[src/rtl/johnson_counter_gen_pkg.sv]
// Shared Johnson-ring helpers: legal code per phase index and phase-index width.
// Latency: n/a (pure functions, used at elaboration and in combinational decode).
// Backpressure: n/a.
//
// Contents:
//   MAXW          widest ring the helpers can describe
//   johnson_code  phase index k -> legal ring code for a ring of the given width
//   phase_w       number of bits needed to index the 2*width phases
package johnson_pkg;

    localparam int MAXW = 32;

    // Legal ring code for phase k.
    // The first half of the sequence fills with ones from the LSB up:
    //   k <= width : (1 << k) - 1
    // The second half drains those ones from the LSB up:
    //   k >  width : ones << (k - width), masked to width bits
    // The arithmetic is done at 64 bits so that width == 32 does not overflow the shift.
    function automatic logic [MAXW-1:0] johnson_code(input int k, input int width);
        logic [63:0] ones;
        logic [63:0] c;
        ones = (64'd1 << width) - 64'd1;
        if (k <= width) begin
            c = (64'd1 << k) - 64'd1;
        end else begin
            c = (ones << (k - width)) & ones;
        end
        return 32'(c);
    endfunction

    // Width of a phase index for a ring of the given width (2*width phases).
    function automatic int phase_w(input int width);
        return $clog2(2 * width);
    endfunction

endpackage

[src/rtl/johnson_counter_gen_if.sv]
// Control and status bundle for the Johnson counter: step/load controls in, ring state and decodes out.
// Latency: n/a (wiring only).
// Backpressure: none; the counter accepts a control word every cycle.
//
// Signals:
//   en, dir            step enable and direction (0 = forward, 1 = reverse)
//   load, load_phase   synchronous phase load; load wins over en
//   q                  registered ring state
//   phase              phase index decoded from q (0 when q is illegal)
//   phase_onehot       bit[phase] set; all-zero when q is illegal
//   wrap               one-cycle pulse when a step crosses the last/first phase boundary
//   illegal            q is not one of the legal ring codes
interface johnson_counter_gen_if #(
    parameter int WIDTH = 4
);

    localparam int PW  = johnson_pkg::phase_w(WIDTH);
    localparam int NPH = 2 * WIDTH;

    logic             en;
    logic             dir;
    logic             load;
    logic [PW-1:0]    load_phase;
    logic [WIDTH-1:0] q;
    logic [PW-1:0]    phase;
    logic [NPH-1:0]   phase_onehot;
    logic             wrap;
    logic             illegal;

    // master drives the controls and observes the counter
    modport master (
        output en, dir, load, load_phase,
        input  q, phase, phase_onehot, wrap, illegal
    );

    // slave is the counter itself
    modport slave (
        input  en, dir, load, load_phase,
        output q, phase, phase_onehot, wrap, illegal
    );

endinterface

[src/rtl/johnson_counter_gen_decode.sv]
// Ring-code decoder: maps a Johnson ring state to phase index, one-hot phase and illegal flag.
// Latency: combinational, zero cycles.
// Backpressure: none.
//
// Ports:
//   q             ring state to decode
//   phase         index of the matching legal code, 0 if none matches
//   phase_onehot  bit k set when q equals the code for phase k
//   illegal       no legal code matches q
module johnson_decode
    import johnson_pkg::*;
#(
    parameter  int WIDTH = 4,
    localparam int PW    = phase_w(WIDTH),
    localparam int NPH   = 2 * WIDTH
) (
    input  logic [WIDTH-1:0] q,
    output logic [PW-1:0]    phase,
    output logic [NPH-1:0]   phase_onehot,
    output logic             illegal
);

    // The legal codes are all distinct, so at most one bit of phase_onehot can be set
    // and the index loop never has two writers for phase.
    always_comb begin
        phase        = '0;
        phase_onehot = '0;
        for (int k = 0; k < NPH; k++) begin
            if (q == WIDTH'(johnson_code(k, WIDTH))) begin
                phase_onehot[k] = 1'b1;
                phase           = PW'(k);
            end
        end
    end

    assign illegal = ~|phase_onehot;

endmodule

[src/rtl/johnson_counter_gen.sv]
// Parametrised Johnson (twisted-ring) counter with bidirectional step, phase load, wrap pulse and illegal-state recovery.
// Latency: q/phase/phase_onehot/wrap update one cycle after en/load are sampled; decodes are combinational off q.
// Backpressure: none; a step or load is taken on every edge it is requested.
//
// Ports:
//   clk   rising-edge clock
//   rst   synchronous active-high reset (q = 0, wrap = 0)
//   bus   johnson_counter_gen_if.slave: en/dir/load/load_phase in; q/phase/phase_onehot/wrap/illegal out
//
// Parameters:
//   WIDTH         ring width in flops (>= 2); sequence length 2*WIDTH
//   SELF_CORRECT  1: an illegal ring code is forced to phase 0 on the next edge; 0: only flagged
module johnson_counter_gen
    import johnson_pkg::*;
#(
    parameter int WIDTH        = 4,
    parameter bit SELF_CORRECT = 1'b1
) (
    input  logic                  clk,
    input  logic                  rst,
    johnson_counter_gen_if.slave  bus
);

    localparam int PW  = phase_w(WIDTH);
    localparam int NPH = 2 * WIDTH;

    // Code of the last phase; a forward step from here (or a reverse step into here) wraps.
    localparam logic [WIDTH-1:0] LAST_CODE = WIDTH'(johnson_code(NPH - 1, WIDTH));

    logic [WIDTH-1:0] ring_q;
    logic [WIDTH-1:0] ring_d;
    logic [WIDTH-1:0] ring_fwd;
    logic [WIDTH-1:0] ring_rev;
    logic [WIDTH-1:0] load_code;
    logic [PW-1:0]    lp_clamped;
    logic             wrap_q;
    logic             wrap_d;
    logic             illegal;

    // Ring steps. The twist (inverted feedback) is what makes the sequence 2*WIDTH long.
    assign ring_fwd = {ring_q[WIDTH-2:0], ~ring_q[WIDTH-1]};
    assign ring_rev = {~ring_q[0], ring_q[WIDTH-1:1]};

    // Out-of-range load targets saturate at the last phase. The compare is done at 32 bits
    // because NPH can equal 2**PW, which would alias to zero at PW bits.
    always_comb begin
        lp_clamped = bus.load_phase;
        if (32'(bus.load_phase) >= NPH) begin
            lp_clamped = PW'(NPH - 1);
        end
    end

    assign load_code = WIDTH'(johnson_code(int'(lp_clamped), WIDTH));

    // Next-state mux: load > illegal correction > step > hold. Reset is applied in the register.
    // wrap is only raised by a real step across the boundary; loads and corrections never pulse it.
    // An illegal code can never equal 0 or LAST_CODE, so stepping an uncorrected illegal ring
    // cannot fake a wrap.
    always_comb begin
        ring_d = ring_q;
        wrap_d = 1'b0;
        if (bus.load) begin
            ring_d = load_code;
        end else if (illegal && SELF_CORRECT) begin
            ring_d = '0;
        end else if (bus.en) begin
            if (bus.dir) begin
                ring_d = ring_rev;
                wrap_d = (ring_q == '0);
            end else begin
                ring_d = ring_fwd;
                wrap_d = (ring_q == LAST_CODE);
            end
        end
    end

    always_ff @(posedge clk) begin
        if (rst) begin
            ring_q <= '0;
            wrap_q <= 1'b0;
        end else begin
            ring_q <= ring_d;
            wrap_q <= wrap_d;
        end
    end

    johnson_decode #(
        .WIDTH (WIDTH)
    ) u_decode (
        .q            (ring_q),
        .phase        (bus.phase),
        .phase_onehot (bus.phase_onehot),
        .illegal      (illegal)
    );

    assign bus.q       = ring_q;
    assign bus.wrap    = wrap_q;
    assign bus.illegal = illegal;

endmodule

[src/flat_wrapper.sv]
// flat-port wrapper written by rule: the top's interface ports become plain ports
module johnson_counter_gen_flat import johnson_pkg::*;
#(
    parameter int WIDTH        = 4,
    parameter bit SELF_CORRECT = 1'b1
)
  (clk, rst, bus_en, bus_dir, bus_load, bus_load_phase, bus_q, bus_phase, bus_phase_onehot, bus_wrap, bus_illegal);
  johnson_counter_gen_if #(.WIDTH(WIDTH)) bus_i ();
  input  logic clk;
  input  logic rst;
  input wire logic [$bits(bus_i.en)-1:0] bus_en;
  input wire logic [$bits(bus_i.dir)-1:0] bus_dir;
  input wire logic [$bits(bus_i.load)-1:0] bus_load;
  input wire logic [$bits(bus_i.load_phase)-1:0] bus_load_phase;
  output wire logic [$bits(bus_i.q)-1:0] bus_q;
  output wire logic [$bits(bus_i.phase)-1:0] bus_phase;
  output wire logic [$bits(bus_i.phase_onehot)-1:0] bus_phase_onehot;
  output wire logic [$bits(bus_i.wrap)-1:0] bus_wrap;
  output wire logic [$bits(bus_i.illegal)-1:0] bus_illegal;
  assign bus_i.en = bus_en;
  assign bus_i.dir = bus_dir;
  assign bus_i.load = bus_load;
  assign bus_i.load_phase = bus_load_phase;
  assign bus_q = bus_i.q;
  assign bus_phase = bus_i.phase;
  assign bus_phase_onehot = bus_i.phase_onehot;
  assign bus_wrap = bus_i.wrap;
  assign bus_illegal = bus_i.illegal;
  johnson_counter_gen #(.WIDTH(WIDTH), .SELF_CORRECT(SELF_CORRECT)) u_core (.clk(clk), .rst(rst), .bus(bus_i));
endmodule
[config.mk]
export PLATFORM = sky130hd
export DESIGN_NAME = johnson_counter_gen_flat
export DESIGN_NICKNAME = d
export VERILOG_FILES = /design/src/rtl/johnson_counter_gen_pkg.sv /design/src/rtl/johnson_counter_gen_if.sv /design/src/rtl/johnson_counter_gen_decode.sv /design/src/rtl/johnson_counter_gen.sv /design/src/flat_wrapper.sv
export SDC_FILE = /design/constraint.sdc
export NUM_CORES = 1
export LEC_CHECK = 0
export BUFFER_PORTS_ARGS = -buffer_cell sky130_fd_sc_hd__clkbuf_2
export CORE_AREA = 5 5 42 44
export DETAILED_ROUTE_END_ITERATION = 8
export DIE_AREA = 0 0 47 49
export PLACE_DENSITY = 0.76
export SYNTH_ARGS = -nofsm -noshare
export SYNTH_HDL_FRONTEND = slang
export SYNTH_SLANG_ARGS = --single-unit
[constraint.sdc]
create_clock -name clk -period 3.4 [get_ports clk]
set_clock_uncertainty 0.15 [all_clocks]
set_input_delay 0.68 -clock clk [delete_from_list [all_inputs] [get_ports clk]]
set_output_delay 0.68 -clock clk [all_outputs]
set_load 0.05 [all_outputs]
=== Yosys cells after proc, flatten, opt, wreduce, memory -nomap -nowiden ===
Cells that the tools add are included.

* Register bits after elaboration: 5
* Word-level logic and storage cells: 44

* Add/sub/neg operators: 2
* $lt $le $gt $ge: 1
* Eq/ne operators: 8
* Shift-type cells: 2
* Multiplexer cells: 21
* Bitwise operators: 4
* Reductions and logical operators: 4

{| class="wikitable"
|+ Operators by type and width
! kind !! number
|-
| << shifter 4 x 32 -> 4 bit, first input constant || 1
|-
| 2-to-1 mux 4 bit || 5
|-
| 2-to-1 mux 3 bit || 6
|-
| equality test 4 bit, second input constant || 4
|-
| 2-to-1 mux 1 bit || 10
|-
| OR reduction 8 bit || 1
|-
| equality test 4 x 1 -> 1 bit, second input constant || 1
|-
| equality test 4 x 2 -> 1 bit, second input constant || 1
|-
| equality test 4 x 3 -> 1 bit, second input constant || 1
|-
| zero test 4 bit || 1
|-
| NOT 1 bit || 4
|-
| OR reduction 4 bit || 1
|-
| << shifter 1 x 3 -> 4 bit, first input constant || 1
|-
| subtractor 3 x 3 -> 4 bit, second input constant || 1
|-
| subtractor 4 x 1 -> 4 bit, second input constant || 1
|-
| <= comparator 3 bit, second input constant || 1
|-
| != test 3 bit, second input constant || 1
|-
| zero test 1 bit || 1
|}

=== Logic depth before layout (Yosys ltp) ===
* Depth in word-level cells: 8
* Mapped depth: 6
* Gate-level depth less buffers: 6

=== Modules after synthesis ===
Synthesis repeated with hierarchy kept, for this count alone.

* Cells, all modules: 67
* Area total of the unflattened synthesis: 513.0 um^2

{| class="wikitable"
|+ By module, submodules not included
! module !! instances !! cells each !! area each (um^2)
|-
| johnson_counter_gen || 1 || 43 || 357.8
|-
| johnson_decode || 1 || 24 || 155.1
|}

=== Worst setup path before layout ===
Ideal clock, no wire load.

* Path kind: register to output
* Start point: reg u_core.ring_q[3], in the netlist u_core.bus.q[3]
* End point: out bus_phase_onehot[5]
* Data arrival time: 2358 ps
* Slack: 212 ps
* Stages on the path, launching flop included: 5
* Path buffers: 2
* Path through: dfxtp_1 -> buf_2 -> buf_2 -> nand2_1 -> nor3b_1

* Word-level cells in the longest chain between the ends: 2

{| class="wikitable"
|+ RTL lines
! element !! line !! RTL
|-
| start: declaration || johnson_counter_gen.sv:30 || <nowiki>logic [WIDTH-1:0] ring_q;</nowiki>
|-
| start signal: assignment || johnson_counter_gen.sv:82 || <nowiki>ring_q <= ring_d;</nowiki>
|-
| equality test 4 bit || johnson_counter_gen_decode.sv:29 || <nowiki>if (q == WIDTH'(johnson_code(k, WIDTH))) begin</nowiki>
|-
| 2-to-1 mux 1 bit || johnson_counter_gen_decode.sv:29 ||
|-
| end: declaration || flat_wrapper.sv:17 || <nowiki>output wire logic [$bits(bus_i.phase_onehot)-1:0] bus_phase_onehot;</nowiki>
|}

No other way between the ends.

=== Final worst setup path ===
* Start point: reg u_core.ring_q[1], in the netlist u_core.bus.q[1]
* End point: out bus_illegal

* Word-level cells in the longest chain between the ends: 4
* Elaborated cells between the ends (all ways): 18
* Those cells by class: 7 x eq/ne; 8 x mux; 3 x reduce/logical

{| class="wikitable"
|+ RTL lines
! element !! line !! RTL
|-
| equality test 4 x 1 -> 1 bit (tied with other cells) || johnson_counter_gen_decode.sv:29 ||
|-
| 2-to-1 mux 1 bit || johnson_counter_gen_decode.sv:29 ||
|-
| OR reduction 8 bit (*) || johnson_counter_gen_decode.sv:36 || <nowiki>assign illegal = ~|phase_onehot;</nowiki>
|-
| zero test 1 bit (*) || johnson_counter_gen_decode.sv:36 ||
|-
| end: declaration || flat_wrapper.sv:19 || <nowiki>output wire logic [$bits(bus_i.illegal)-1:0] bus_illegal;</nowiki>
|}

Every way passes the cells marked *; elsewhere a longest branch is shown, timed or not.

==> run metrics <==
run status finished, final reports clean; ports placed on the boundary 25; maximum clock rate 398 MHz; clock insertion delay at the later pin of the skew report 0.23 ns; Resized Gates After CTS 0; GR Overflow Total 0; MaxCap Viol Count 0; worst voltage drop across the vdd grid 0.000283 V; starting density of the core 0.382; WS Path Type reg2out; antenna violations before repair 0; Max-Slew Margin vs Limit 0.609; placer congestion estimate 0.791; count of unique library cells instantiated by Yosys 31; nets@finish 103; number of vias in the routed layout 588; setup repair after global routing missed its margin no; total DRC errors in the routed layout 0; post-layout min period 2.51 ns; Post-CTS Hold Buffers 0; Hold/Removal Path Class in2reg; Setup Total Neg Slack 0 ns; number of instances in the synthesized netlist 72; final number of hold-violating endpoints 0; number of nets produced by synthesis 81; Global Route Usage Sum 0.129; synthesis-to-layout area growth 25.0%; total buffers and inverters traversed by the critical path 2; library cell contributing the largest single delay on the critical path sky130_fd_sc_hd__dfxtp_1; data required time of the worst path 2.57 ns; via count of the first global-routing pass 555; Chip Height 49 µm; count of placed standard cells including taps 105; Fill cells 153; CTS buffer count 3; sequential area share after synthesis 0.187; final non-filler cell total 109; Setup crit start kind register; final standard cell utilization of the core 0.478; most used cells in the layout excluding fill and tap cells 24 x sky130_fd_sc_hd__clkbuf_2, 8 x sky130_fd_sc_hd__nor3_1, 7 x sky130_fd_sc_hd__nand2_1, 5 x sky130_fd_sc_hd__dfxtp_1; leakage power 0.303 nW; wire length of the first global-routing pass 2330 µm; Max H-tree Level 1; setup bufs post-CTS 0; First-pass DRT Iterations 4; combined area of the multi-input logic cells 388 µm²; WL final 1330 µm; critical path's top delay family flip-flops; cell chain of the critical path nor2_2, a211o_1, and2_4, inv_1, clkbuf_2; detail-routed net length per standard cell 12.2 µm; Port-buffer cells 24; critical-path maximum fanout 12; pin count of the biggest net entering global routing 18; syn_area_per_cell 7.44 µm²; detailed placer's ending HPWL 1050 µm; clock tree root driver cell sky130_fd_sc_hd__clkbuf_4; type of destination of the critical path output pin; combined flip-flop and latch cell area 100 µm²; power density of the placed cells 452 mW/mm²; synthesis-stage register bit count 5; post-synth design cell area 536 µm²; horizontal die dimension 47 µm; Worst Slack Setup Final 0.887 ns; period utilisation layout 0.739; number of antenna-violating nets in the routed design 0; number of max-slew violations in the final report 0; measured slew at the worst slew-check pin 0.586 ns; number of warning messages in the yosys log 0; placeable core region 0.00140 mm²; highest cell delay on the worst timing path 0.54 ns; Avg Vias per Cell 5.39; Worst Setup Slack post-DPL 1.14 ns; most common cell after layout, fill and taps aside sky130_fd_sc_hd__clkbuf_2; share of post-route cells with drive strength above 1 0.355; number of clock sinks seen by CTS 5; full die area 0.00230 mm²; count of inserted antenna diode cells 0; data arrival at the endpoint of the critical path 1.68 ns; TritonCTS clock tree done; largest buffer count on any clock path 2; Placement Rows 14; clock transition time at the flip-flop clock pins of the worst setup and hold paths 0.04 ns; number of DRC markers after the initial detailed-route iteration 8; minimum hold slack 0.548 ns; number of endpoints failing setup at the final stage 0
layer usage:
layer,vias up,global-route usage,wire length [µm]
met5,-,0,0
met2,24,0.208,620
met1,260,0.164,608
met4,0,0.0230,0
li1,304,-,-
met3,0,0.0443,103
area by class of cell:
class	count	area share
clock buffers	4	0.0393
inverters	4	0.0224
multi-input cells	56	0.579
flip-flops and latches	5	0.150
well taps	16	0.0299
repair buffers	24	0.179
state kept, by name (all words and copies together) (netlist names):
register         flops
u_core.bus.wrap      1
u_core.bus.q         4
synth_stat cells:
| master | n | area (µm²) |
|---|---|---|
| sky130_fd_sc_hd__nor3_1 | 8 | 40.0 |
| sky130_fd_sc_hd__nand2_1 | 7 | 26.3 |
| sky130_fd_sc_hd__buf_2 | 5 | 25.0 |
| sky130_fd_sc_hd__dfxtp_1 | 5 | 100 |
| sky130_fd_sc_hd__a21oi_1 | 4 | 20.0 |
| sky130_fd_sc_hd__inv_1 | 4 | 15.0 |
| sky130_fd_sc_hd__nor3b_1 | 4 | 30.0 |
| sky130_fd_sc_hd__a221oi_2 | 3 | 45.0 |
| sky130_fd_sc_hd__nor2_1 | 3 | 11.3 |
| sky130_fd_sc_hd__o21ai_0 | 3 | 15.0 |
| sky130_fd_sc_hd__clkbuf_1 | 2 | 7.51 |
| sky130_fd_sc_hd__mux2i_1 | 2 | 20.0 |
| sky130_fd_sc_hd__nand3_1 | 2 | 10.0 |
| sky130_fd_sc_hd__o211ai_1 | 2 | 15.0 |
| sky130_fd_sc_hd__xnor2_1 | 2 | 17.5 |
| sky130_fd_sc_hd__a2111oi_0 | 1 | 8.76 |
| sky130_fd_sc_hd__a211o_1 | 1 | 8.76 |
| sky130_fd_sc_hd__a31oi_1 | 1 | 6.26 |
| sky130_fd_sc_hd__a32oi_1 | 1 | 8.76 |
| sky130_fd_sc_hd__and2_1 | 1 | 6.26 |
| sky130_fd_sc_hd__and2_4 | 1 | 8.76 |
| sky130_fd_sc_hd__ha_1 | 1 | 12.5 |
| sky130_fd_sc_hd__nand2b_1 | 1 | 6.26 |
| sky130_fd_sc_hd__nand3b_1 | 1 | 7.51 |
| sky130_fd_sc_hd__nand3b_4 | 1 | 20.0 |
| sky130_fd_sc_hd__nand4b_1 | 1 | 8.76 |
| sky130_fd_sc_hd__nor2_2 | 1 | 6.26 |
| sky130_fd_sc_hd__nor2b_1 | 1 | 6.26 |
| sky130_fd_sc_hd__nor4_1 | 1 | 6.26 |
| sky130_fd_sc_hd__or2b_1 | 1 | 7.51 |
| sky130_fd_sc_hd__xor2_1 | 1 | 8.76 |
stage by stage:
| stage | area [µm²] | total power [W] |
|---|---|---|
| floorplan | 536 | 0.000207 |
| global route | 669 | 0.000329 |
| CTS | 669 | 0.000307 |
| finish | 669 | 0.000302 |
| global placement | 643 | 0.000237 |
| detailed placement | 643 | 0.000239 |
final timing paths:
path | slack (ns) | startpoint | endpoint | cells past startpoint
worst max-delay path | 0.89 | u_core.bus.q[1]$_SDFFE_PP0P_ | bus_illegal | 5
worst min register to register | 0.62 | u_core.bus.q[0]$_SDFFE_PP0P_ | u_core.bus.wrap$_SDFF_PP0_ | 1
worst min-delay path | 0.55 | rst | u_core.bus.q[1]$_SDFFE_PP0P_ | 2
worst max register to register | 1.79 | u_core.bus.q[0]$_SDFFE_PP0P_ | u_core.bus.q[3]$_SDFFE_PP0P_ | 3
cells by family (layout without fill, tap and decap cells):
| family | Yosys count | in the layout | share of synthesized area |
|---|---|---|---|
| buffers and inverters | 11 | 32 | 0.0888 |
| multiplexers | 2 | 2 | 0.0374 |
| XOR/XNOR | 3 | 3 | 0.0491 |
| flip-flops | 5 | 5 | 0.187 |
| AND/OR/NAND/NOR | 34 | 34 | 0.376 |
| adder cells (fa/ha/maj) | 1 | 1 | 0.0234 |
| AO/OA/AOI/OAI | 16 | 16 | 0.238 |
report_power, final:
| group | leakage (nW) | internal (W) | total, W | switching [W] |
|---|---|---|---|---|
| Combinational | 0.247 | 0.0000457 | 0.000155 | 0.000109 |
| Sequential | 0.0412 | 0.0000643 | 0.0000818 | 0.0000175 |
| Clock | 0.0150 | 0.0000442 | 0.0000656 | 0.0000214 |
| Total | 0.303 | 0.000154 | 0.000302 | 0.000148 |
Power figures use the tool's default switching activity.
